`config.mk`:
```
export PLATFORM = sky130hd
export DESIGN_NAME = servo_pwm
export DESIGN_NICKNAME = d
export VERILOG_FILES = /design/src/rtl/servo_pkg.sv /design/src/rtl/pwm_period_counter.sv /design/src/rtl/servo_pwm.sv
export SDC_FILE = /design/constraint.sdc
export NUM_CORES = 1
export LEC_CHECK = 0
export ABC_AREA = 1
export CORE_UTILIZATION = 48
export DETAILED_ROUTE_END_ITERATION = 10
export PLACE_DENSITY = 0.74
export SYNTH_ARGS = -nofsm -noshare
export SYNTH_HDL_FRONTEND = slang
export SYNTH_HIERARCHICAL = 1
export SYNTH_SLANG_ARGS = --single-unit
```
`constraint.sdc`:
```
create_clock -name clk_in -period 4.1 [get_ports clk_in]
set_input_delay 0.41 -clock clk_in [delete_from_list [all_inputs] [get_ports clk_in]]
set_output_delay 0.41 -clock clk_in [all_outputs]
set_load 0.05 [all_outputs]
```
`src/rtl/servo_pkg.sv`:
```
// Shared constants and state encoding for the servo PWM generator.
package servo_pkg;

    localparam int unsigned DUTY_W         = 24;
    localparam int unsigned SERVO_PERIOD   = 1_000_000;
    localparam int unsigned SERVO_DUTY_MIN = 20_000;
    localparam int unsigned SERVO_DUTY_MAX = 120_000;

    typedef logic [1:0] state_t;

    localparam state_t ST_IDLE  = 2'd0;
    localparam state_t ST_RUN   = 2'd1;
    localparam state_t ST_DRAIN = 2'd2;

endpackage

```
`src/rtl/pwm_period_counter.sv`:
```
// Free-running period counter: counts 0..PERIOD-1 while run is high, holds 0 otherwise.
module pwm_period_counter
    import servo_pkg::*;
#(
    parameter int unsigned PERIOD = SERVO_PERIOD,
    parameter int unsigned CW     = $clog2(PERIOD)
) (
    input  logic          clk_in,
    input  logic          rst,
    input  logic          run,
    output logic [CW-1:0] cnt,
    output logic          last
);

    assign last = (cnt == CW'(PERIOD - 1));

    always_ff @(posedge clk_in or posedge rst) begin
        if (rst) begin
            cnt <= '0;
        end else if (!run || last) begin
            cnt <= '0;
        end else begin
            cnt <= cnt + CW'(1);
        end
    end

endmodule

```
`src/rtl/servo_pwm.sv`:
```
// Servo PWM generator: per-period latched, clamped pulse width with drain-on-disable.
module servo_pwm
    import servo_pkg::*;
#(
    parameter int unsigned PERIOD   = SERVO_PERIOD,
    parameter int unsigned DUTY_MIN = SERVO_DUTY_MIN,
    parameter int unsigned DUTY_MAX = SERVO_DUTY_MAX,
    parameter int unsigned W        = DUTY_W
) (
    input  logic         clk_in,
    input  logic         rst,
    input  logic         en,
    input  logic [W-1:0] duty,
    output logic         pwm_out,
    output logic         period_start,
    output logic [W-1:0] duty_active,
    output logic         running
);

    localparam int unsigned CW = $clog2(PERIOD);

    state_t        state;
    state_t        state_nxt;
    logic [CW-1:0] cnt;
    logic [CW-1:0] cnt_nxt_c;
    logic          last;
    logic          run_c;
    logic          load_c;
    logic          active_nxt_c;
    logic [W-1:0]  duty_clamped_c;
    logic [W-1:0]  duty_nxt_c;

    function automatic logic [W-1:0] clamp_duty(input logic [W-1:0] d);
        if (d < W'(DUTY_MIN)) begin
            return W'(DUTY_MIN);
        end else if (d > W'(DUTY_MAX)) begin
            return W'(DUTY_MAX);
        end else begin
            return d;
        end
    endfunction

    assign run_c = (state != ST_IDLE);

    pwm_period_counter #(
        .PERIOD (PERIOD),
        .CW     (CW)
    ) u_counter (
        .clk_in (clk_in),
        .rst    (rst),
        .run    (run_c),
        .cnt    (cnt),
        .last   (last)
    );

    always_ff @(posedge clk_in or posedge rst) begin
        if (rst) begin
            state <= ST_IDLE;
        end else begin
            state <= state_nxt;
        end
    end

    always_comb begin
        state_nxt = state;
        case (state)
            ST_IDLE: begin
                if (en) begin
                    state_nxt = ST_RUN;
                end
            end
            ST_RUN: begin
                if (!en) begin
                    state_nxt = last ? ST_IDLE : ST_DRAIN;
                end
            end
            ST_DRAIN: begin
                if (en) begin
                    state_nxt = ST_RUN;
                end else if (last) begin
                    state_nxt = ST_IDLE;
                end
            end
            default: state_nxt = ST_IDLE;
        endcase
    end

    // Next-cycle view of counter and width, so the registered outputs line up with cnt.
    always_comb begin
        duty_clamped_c = clamp_duty(duty);
        load_c         = ((state == ST_IDLE) && en) || ((state == ST_RUN) && last);
        duty_nxt_c     = load_c ? duty_clamped_c : duty_active;
        cnt_nxt_c      = (!run_c || last) ? '0 : cnt + CW'(1);
        active_nxt_c   = (state_nxt != ST_IDLE);
    end

    always_ff @(posedge clk_in or posedge rst) begin
        if (rst) begin
            duty_active  <= W'(DUTY_MIN);
            running      <= 1'b0;
            period_start <= 1'b0;
            pwm_out      <= 1'b0;
        end else begin
            duty_active  <= duty_nxt_c;
            running      <= active_nxt_c;
            period_start <= active_nxt_c && (cnt_nxt_c == '0);
            pwm_out      <= active_nxt_c && (W'(cnt_nxt_c) < duty_nxt_c);
        end
    end

endmodule

```
* After elaboration in Yosys (flattened, before gate mapping)
Index checks and enable logic that the tools add are counted.
** Storage, ports and cells
- Bits in registers :: 49
- Input bits :: 27
- Output and inout port bits :: 27
- Logic and storage cells :: 34
** Operators by class
- $add $sub $neg :: 1
- $lt $le $gt $ge :: 3
- Eq/ne operators :: 3
- Muxes and demuxes :: 10
- Reductions and logical operators :: 11
** Operators by type and width (number)
- 2-to-1 mux 24 bit :: 3
- > comparator 24 x 17 -> 1 bit, second input constant :: 1
- less-than comparator 20 x 24 -> 1 bit :: 1
- less-than comparator 24 x 15 -> 1 bit, second input constant :: 1
- adder 20 x 1 -> 20 bit, second input constant :: 1
- == test 20 bit, second input constant :: 1
- zero test 20 bit :: 1
- 2-to-1 mux 20 bit :: 1
- 2-to-1 mux 2 bit :: 5
- case mux 2 bit (3 select lines) :: 1
- logical AND 1 bit :: 4
- nonzero test 2 bit :: 2
- == test 2 x 1 -> 1 bit, second input constant :: 1
- == test 2 bit, second input constant :: 1
- zero test 2 bit :: 1
- logical OR 1 bit :: 2
- zero test 1 bit :: 1

* Longest topological paths before layout
- Word-level depth :: 6
- Depth in mapped cells :: 20
- Depth with buffers taken out :: 20

* Cells and area by module
The synthesis kept the hierarchy.
** Modules (own cells, without submodules)
- servo_pwm :: instances 1, cells each 375, area an instance 2476.1 sq um
- pwm_period_counter :: instances 1, cells each 166, area an instance 1181.1 sq um

* Worst setup path after synthesis
Ideal clock, no wire load.
- Path type :: register -> register
- Start point :: register u_counter.cnt[0]
- End point :: register pwm_out
- Library setup time :: 77 ps
- Data arrival time :: 2824 ps
- Data required time :: 4023 ps
- Slack :: 1199 ps
- Cell stages (with the launch flop) :: 19
- Path buffers :: 0
- Clock period less this slack :: 2901 ps
- Cells stage by stage :: dfrtp_1 > ha_1 > nand3_1 > nor2_4 > nand3_2 > inv_1 > nand3b_1 > nand2_2 > nand2_2 > nor2_1 > inv_1 > o22ai_1 > inv_1 > ha_1 > a21oi_1 > o221ai_1 > a21oi_1 > nand2_1 > a21oi_1
** Between the ends
- Cells in the longest elaborated chain, start to end :: 6
- Elaborated cells on any way between the ends :: 15
- Those cells by class :: add/sub (1); order compare (1); eq/ne (1); mux (7); reduce/logical (5)
** RTL lines
- start: declaration :: RTL line pwm_period_counter.sv:11 : output logic [CW-1:0] cnt,
- start signal: assignment :: RTL line pwm_period_counter.sv:23 : cnt <= cnt + CW'(1);
- == test 20 bit :: RTL line pwm_period_counter.sv:15 : assign last = (cnt == CW'(PERIOD - 1));
- via last :: RTL line servo_pwm.sv:26 : logic last;
- logical AND 1 bit :: RTL line servo_pwm.sv:91 : load_c = ((state == ST_IDLE) && en) || ((state == ST_RUN) && last);
- logical OR 1 bit :: RTL line servo_pwm.sv:91
- 2-to-1 mux 24 bit :: RTL line servo_pwm.sv:92 : duty_nxt_c = load_c ? duty_clamped_c : duty_active;
- via duty_nxt_c[13] :: RTL line servo_pwm.sv:31 : logic [W-1:0] duty_nxt_c;
- less-than comparator 20 x 24 -> 1 bit :: RTL line servo_pwm.sv:107 : pwm_out <= active_nxt_c && (W'(cnt_nxt_c) < duty_nxt_c);
- logical AND 1 bit :: RTL line servo_pwm.sv:107
- end signal: assignment :: RTL line servo_pwm.sv:107
- end: declaration :: RTL line servo_pwm.sv:14 : output logic pwm_out,
The timed path passes the listed nets, and every way through them passes these cells.

* Final worst setup path
Same ends and word-level chain as after synthesis.

==> run summary <==
=================================================================================================
Critical Path Max Stage Delay                                                              510 ps
Max-Slew Margin vs Limit                                                                    28.1%
Worst Setup Slack, final                                                                   476 ps
Share of the core filled with cells                                                         59.9%
Fin. max-slew vios                                                                              0
Leak pwr                                                                                  2.08 nW
I/O pin total                                                                                  54
Highest attainable clock frequency                                                        276 MHz
First-pass GRT wire length                                                                14.8 mm
Pwr Total                                                                                 1.17 mW
Footprint of the multi-input gates                                                     1990 sq um
Fraction of post-synthesis cell area in the top cell type by area                           30.1%
Worst-path maximum fanout                                                                      19
Netlist area before placement                                                          3660 sq um
Pin count of the biggest net entering global routing                                           30
Standard cell core area                                                                7290 sq um
Final GP Congestion                                                                         0.879
Floorplan die area                                                                     7970 sq um
Number of distinct library cell variants in the gate-level netlist after synthesis             44
Power density normalized to cell area                                                 268 nW/um^2
Final total negative setup slack                                                             0 ps
Endpoint required time on the critical path                                               4340 ps
Quantity of hold-fixing buffers added after cts                                                 0
Top cells by area, synth                                                             dfrtp_1 (30%), nand2_1 (12%), inv_1 (11%), nor2_1 (9.4%), ha_1 (7.2%)
Global-route congestion overflow total                                                          0
Number of remaining DRC errors                                                                  0
Post-synthesis instance total                                                                 541
Count of port buffers added during placement                                                   53
Number of buffers inserted during clock tree synthesis                                          5
Vias in the first global route                                                              3,339
Clock insertion delay at the later pin of the skew report                                  310 ps
Slowest stage cell, crit path                                                             dfrtp_1
Average wire length per cell after detail routing                                         13.0 um
Worst vdd ir                                                                             0.178 mV
DP HPWL                                                                                   7.28 mm
Standard-cell rows                                                                             31
Initial cell density of the core                                                            50.2%
Fillcell total                                                                                690
Ant. Diodes                                                                                     0
Total via count after detailed routing                                                      3,531
Num Clock Sinks                                                                                49
Register area share after synthesis                                                         33.7%
Final #Nets                                                                                   644
Layout cells sized above 1                                                                  6.03%
Launching element type of the critical path                                             flip-flop
Post-Place Setup Slack                                                                     546 ps
Number of storage elements in the synthesis netlist                                            49
Period utilization                                                                          88.4%
Root Buffer                                                                              clkbuf_8
Horizontal die dimension                                                                  89.3 um
Detailed Route Iter0 Violations                                                               148
Post-DR vias/cell                                                                            5.07
CP Capture Type                                                                         flip-flop
Post-CTS Resized                                                                                0
Final-layout worst hold slack                                                              502 ps
Mapped Nets                                                                                   589
Critical path's top delay family                                                     simple AND/OR/NAND/NOR gates
Run status                                                                           complete, no violations
TritonCTS clock tree                                                                        built
# H-tree levels                                                                                 2
Die span in y                                                                             89.3 um
Share of flip-flops with an asynchronous set or reset after synthesis                        100%
Initial antenna violation count                                                                 0
Wire length after detailed routing                                                        9.03 mm
Setup repair after global routing missed its margin                                         false
Buffers & Inverters on Critical Path                                                            3
Synthesized area per cell                                                              6.76 sq um
Critical path data arrival time                                                           3860 ps
Remaining antenna violation count                                                               0
Post-synthesis to final-layout area growth                                                  19.4%
Final Skew                                                                                5.78 ps
Hold Fails Final Rpt                                                                            0
Post-synthesis cell type with the largest combined area                                   dfrtp_1
Deepest clock path buffer count                                                                 2
Worst Tran Pin Value                                                                      1080 ps
Post-CTS Setup Bufs                                                                             0
Min-Delay Path Class                                                                      reg2reg
Number of warnings reported in the yosys synthesis log                                          6
Max-cap violations                                                                              0
Class of the most critical setup path                                                     reg2reg
Cell-by-cell listing of the critical path                                            ha_1 > nand3_1 > nor2_4 > nand3_2 > inv_1 > nand3b_1 > nand2_2 > nand2_2 > nor2_1 > inv_1 > o22ai_1 > inv_1 > ha_1 > a21oi_1 > o21a_1 > o221ai_1 > a21oi_1 > nand2_1 > a21oi_1
Min Clock Period, post-route                                                              3620 ps
Count of TritonRoute iterations in the first routing pass                                       4
Post-synth EDFFs                                                                                0
Reg clk slew, reported paths                                                                90 ps
Area taken by flip-flops and latches                                                   1230 sq um
Main synth FF type                                                                        dfrtp_1
Number of setup violations in the final report                                                  0
Gr usage total                                                                              24.3%
=================================================================================================
[routing by layer]
metal  part of all wire (%)  GRT usage [%]  vias up
met5                      0              0        -
met2                     50           46.0       96
met1                     42           27.7     1603
li1                       -              -     1815
met4                    2.4           8.95        0
met3                    5.1           3.42       17
[worst min-delay path, cell delays in order, from the launching register on]
cell,delay [ps]
dfrtp_1,350
nand2_1,70
inv_1,50
[sequential cells by signal (all words and copies together) (netlist names)]
name / cells
duty_active: 24
period_start: 1
pwm_out: 1
running: 1
state: 2
u_counter/cnt: 20
[cells by family after synthesis]
logic type,share of synthesized area [%]
AOI/OAI and AO/OA,8.38
buffers and inverters,11.9
xor gates and xnor gates,2.16
and+or+nand+nor,36.7
DFF,33.7
adders and majority gates,7.18
[area by class of cell]
cell class	instances	area share, %
timing repair buffer	53	12.2
multi-input combinational	380	45.6
clock inverter	2	0.344
clock buffer	6	1.66
tap	99	2.84
inverter	107	9.20
sequential	49	28.2
[synth_stat cells, types with 5 or more instances]
| cell | instances |
|---|---|
| nor4_1 | 5 |
| o21a_1 | 5 |
| nand4_1 | 9 |
| dfstp_2 | 5 |
| nor2_1 | 92 |
| nand3_1 | 31 |
| nor2_2 | 6 |
| dfrtp_1 | 44 |
| nor3_1 | 14 |
| inv_1 | 105 |
| o22ai_1 | 6 |
| a21oi_1 | 15 |
| ha_1 | 21 |
| nand2_1 | 120 |
| xor2_1 | 5 |
| o21ai_0 | 10 |
[through the flow]
step	std cells	cell area [sq um]
2_1_floorplan	541	3660
6_report	696	4370
5_1_grt	696	4370
4_1_cts	696	4370
3_5_place_dp	688	4280
3_3_place_gp	688	4280
[layout by cell type (no fill, tap or decap), types with 3 or more instances in the layout]
cell,count
a21oi_1,15
a22oi_1,3
clkbuf_8,5
clkdlybuf4s50_1,53
dfrtp_1,44
dfstp_2,5
ha_1,21
inv_1,105
nand2_1,120
nand2_2,4
nand3_1,31
nand3b_1,3
nand4_1,9
nor2_1,92
nor2_2,6
nor2_4,4
nor3_1,14
nor4_1,5
o21a_1,5
o21ai_0,10
o22ai_1,6
xnor2_1,4
xor2_1,5
[power by group]
| group | internal, mW | switching [mW] |
|---|---|---|
| logic | 0.121 | 0.210 |
| registers | 0.518 | 0.0331 |
| clock network | 0.120 | 0.165 |
[path summary, 6_finish.rpt]
| check | start | endpoint | slack, ps | depth (start not counted) |
|---|---|---|---|---|
| worst max-delay path | u_counter/cnt[0] | pwm_out | 480 | 19 |
| worst min-delay path | duty_active[17] | duty_active[17] | 500 | 2 |
| worst max register to register | u_counter/cnt[0] | pwm_out | 480 | 19 |
| worst min register to register | duty_active[17] | duty_active[17] | 500 | 2 |
| max in group asynchronous | rst | period_start | 2750 | 2 |
| min in group asynchronous | rst | u_counter/cnt[7] | 580 | 2 |
No activity file was read; power rests on OpenSTA's default activity.
==> RTL change (same settings) <==
Change the package constant `SERVO_DUTY_MAX` from 120_000 to 60_000.
--- a/src/rtl/servo_pkg.sv
+++ b/src/rtl/servo_pkg.sv
@@ -4,7 +4,7 @@
     localparam int unsigned DUTY_W         = 24;
     localparam int unsigned SERVO_PERIOD   = 1_000_000;
     localparam int unsigned SERVO_DUTY_MIN = 20_000;
-    localparam int unsigned SERVO_DUTY_MAX = 120_000;
+    localparam int unsigned SERVO_DUTY_MAX = 60_000;
 
     typedef logic [1:0] state_t;
 
Check against the original RTL: not equivalent (Yosys sat finds a counterexample within 4 cycles, from zero or initial values and one cycle with rst high).
==> RTL change against the unedited design <==
- first-iteration DRC count unchanged
- count of clock-buffer cells in the layout is 1 lower
- via count shrank 0.40%
- critical path type unchanged
- cell area grew 1.6%
- critical endpoint unchanged
- sequential cell count unchanged
- synthesized area about the same
- power up 3.0%
- critical path depth stayed put
- worst setup slack better by 300 ps
- worst hold slack worse by 100 ps
- largest power group unchanged
- wire length down 5.1%
==> RTL change: results (changes against the unedited design) <==
{
  "synth_compound_gate_area_share": {"value": 7.11, "unit": "%", "change": "-1.3 points"},
  "via_count": {"value": 3517, "change": "-0.40%"},
  "status": {"value": "finished clean"},
  "worstMarginPinSlew": {"value": 778, "unit": "ps", "change": "-299 ps"},
  "clk_path_buf_depth": {"value": 2, "change": "unchanged"},
  "dp_slack": {"value": 770, "unit": "ps", "change": "+224 ps"},
  "via_count_of_the_first_global_routing_pass": {"value": 3341, "change": "+0.060%"},
  "postSynth.asyncResetShare": {"value": 100, "unit": "%", "change": "unchanged"},
  "avgSynthCellArea": {"value": 6.75, "unit": "um2", "change": "-0.15%"},
  "synth_area_in_xor_xnor": {"value": 2.15, "unit": "%", "change": "about the same"},
  "ys_seq_area_share": {"value": 33.7, "unit": "%", "change": "about the same"},
  "global_placer_s_final_weighted_congestion": {"value": 0.914, "change": "+4.1%"},
  "post_synth_fa_ha_maj_area_fraction": {"value": 7.18, "unit": "%", "change": "about the same"},
  "cts_buffers": {"value": 5, "change": "unchanged"},
  "worst_min_delay_path_class": {"value": "in -> async"},
  "skew": {"value": 13.4, "unit": "ps", "change": "+7.66 ps"},
  "drt-total-wl": {"value": 8570, "unit": "um", "change": "-5.1%"},
  "p_leak": {"value": 2.23, "unit": "nW", "change": "+7.3%"},
  "final_net_count": {"value": 648, "change": "+0.62%"},
  "vdd_ir_drop_max": {"value": 0.140, "unit": "mV", "change": "-22%"},
  "synthDistinctLibCells": {"value": 42, "change": "-4.5%"},
  "timing.critical_path.fanout_max": {"value": 11, "change": "-8"},
  "grt_start_max_net_pins": {"value": 21, "change": "-30%"},
  "stdcell_count": {"value": 700, "change": "+0.57%"},
  "drt-pass1-iter-count": {"value": 5, "change": "+1"},
  "post-dp-hpwl": {"value": 6900, "unit": "um", "change": "-5.2%"},
  "reg_top3": {"value": "duty_active: 24 flops, u_counter/cnt: 20 flops, state: 2 flops"},
  "grt_first_pass_wirelength": {"value": 14300, "unit": "um", "change": "-3.3%"},
  "worst_path_dominant_cell_family": {"value": "compound AO/OA/AOI/OAI gates"},
  "post_synth_most_frequent_cells": {"value": "sky130_fd_sc_hd__nand2_1, sky130_fd_sc_hd__inv_1, sky130_fd_sc_hd__nor2_1"},
  "drive_gt1_share": {"value": 7.65, "unit": "%", "change": "+1.6 points"},
  "antenna_found_initial": {"value": 0, "change": "unchanged"}
}
## RTL change: cell count changes after synthesis, moves of 4 or more
cell,before,now
sky130_fd_sc_hd__a21oi_1,15,11
sky130_fd_sc_hd__inv_1,105,110
sky130_fd_sc_hd__inv_2,2,6
sky130_fd_sc_hd__nand2_1,120,124
sky130_fd_sc_hd__nand3_1,31,38
sky130_fd_sc_hd__nor2_1,92,83
sky130_fd_sc_hd__o21ai_0,10,6
sky130_fd_sc_hd__o22ai_1,6,12
## RTL change: power by group
group	internal, mW	leakage (nW)	switching [mW]
Combinational	0.0982	1.52	0.161
Sequential	0.508	0.645	0.0268
Clock	0.242	0.0681	0.167
Total	0.848	2.23	0.355
## RTL change: routing by layer
metal  up-vias  global-route usage, %  routed length, um
met5         -                      0                  0
met4         0                   9.38                223
met3        18                   3.88                438
met2        86                   42.1               4160
met1      1600                   26.8               3750
li1       1813                      -                  -
## RTL change: worst reg2reg max path, delay by kind of cell (launching register included)
family / cells / cell delay, ps
AOI/OAI and AO/OA: 7 / 970
and+or+nand+nor: 8 / 940
adders and majority gates: 2 / 570
DFF: 1 / 510
buffers and inverters: 2 / 290
## RTL change: cell type report
cell class                      instances  area, um2  share of cell area (%)
Sequential cell                        49       1230                    27.8
Inverter                              117        439                    9.90
Multi-Input combinational cell        371       1950                    44.0
Clock buffer                            5       68.8                    1.55
Clock inverter                          3       65.1                    1.47
Timing Repair Buffer                   56        553                    12.5
Tap cell                               99        124                    2.79
## RTL change: logic make-up (layout without fill, tap and decap cells)
family	count (synthesis)	after routing
flip-flops	49	49
AND/OR/NAND/NOR	299	299
buffers and inverters	122	181
AO/OA/AOI/OAI	42	42
XOR/XNOR	9	9
adder cells (fa/ha/maj)	21	21
## RTL change: final timing paths
| path | startpoint | to | slack [ps] |
|---|---|---|---|
| max | u_counter/cnt[0]$_DFF_PP0_ | pwm_out$_DFF_PP0_ | 770 |
| min | rst | duty_active[0]$_DFF_PP0_ | 400 |
| max reg2reg | u_counter/cnt[0]$_DFF_PP0_ | pwm_out$_DFF_PP0_ | 770 |
| min reg2reg | duty_active[17]$_DFF_PP0_ | duty_active[17]$_DFF_PP0_ | 500 |
| max in group asynchronous | rst | u_counter/cnt[6]$_DFF_PP0_ | 3040 |
| min in group clk_in | duty_active[17]$_DFF_PP0_ | duty_active[17]$_DFF_PP0_ | 500 |
## RTL change: metrics by stage
step / hold slack [ps] / cell area (um2) / total power [mW]
6_report: 400 / 4430 / 1.20
5_1_grt: 453 / 4430 / 1.26
4_1_cts: 428 / 4430 / 1.21
3_5_place_dp: 481 / 4300 / 0.804
3_3_place_gp: 486 / 4300 / 0.798
2_1_floorplan: 374 / 3660 / 0.710
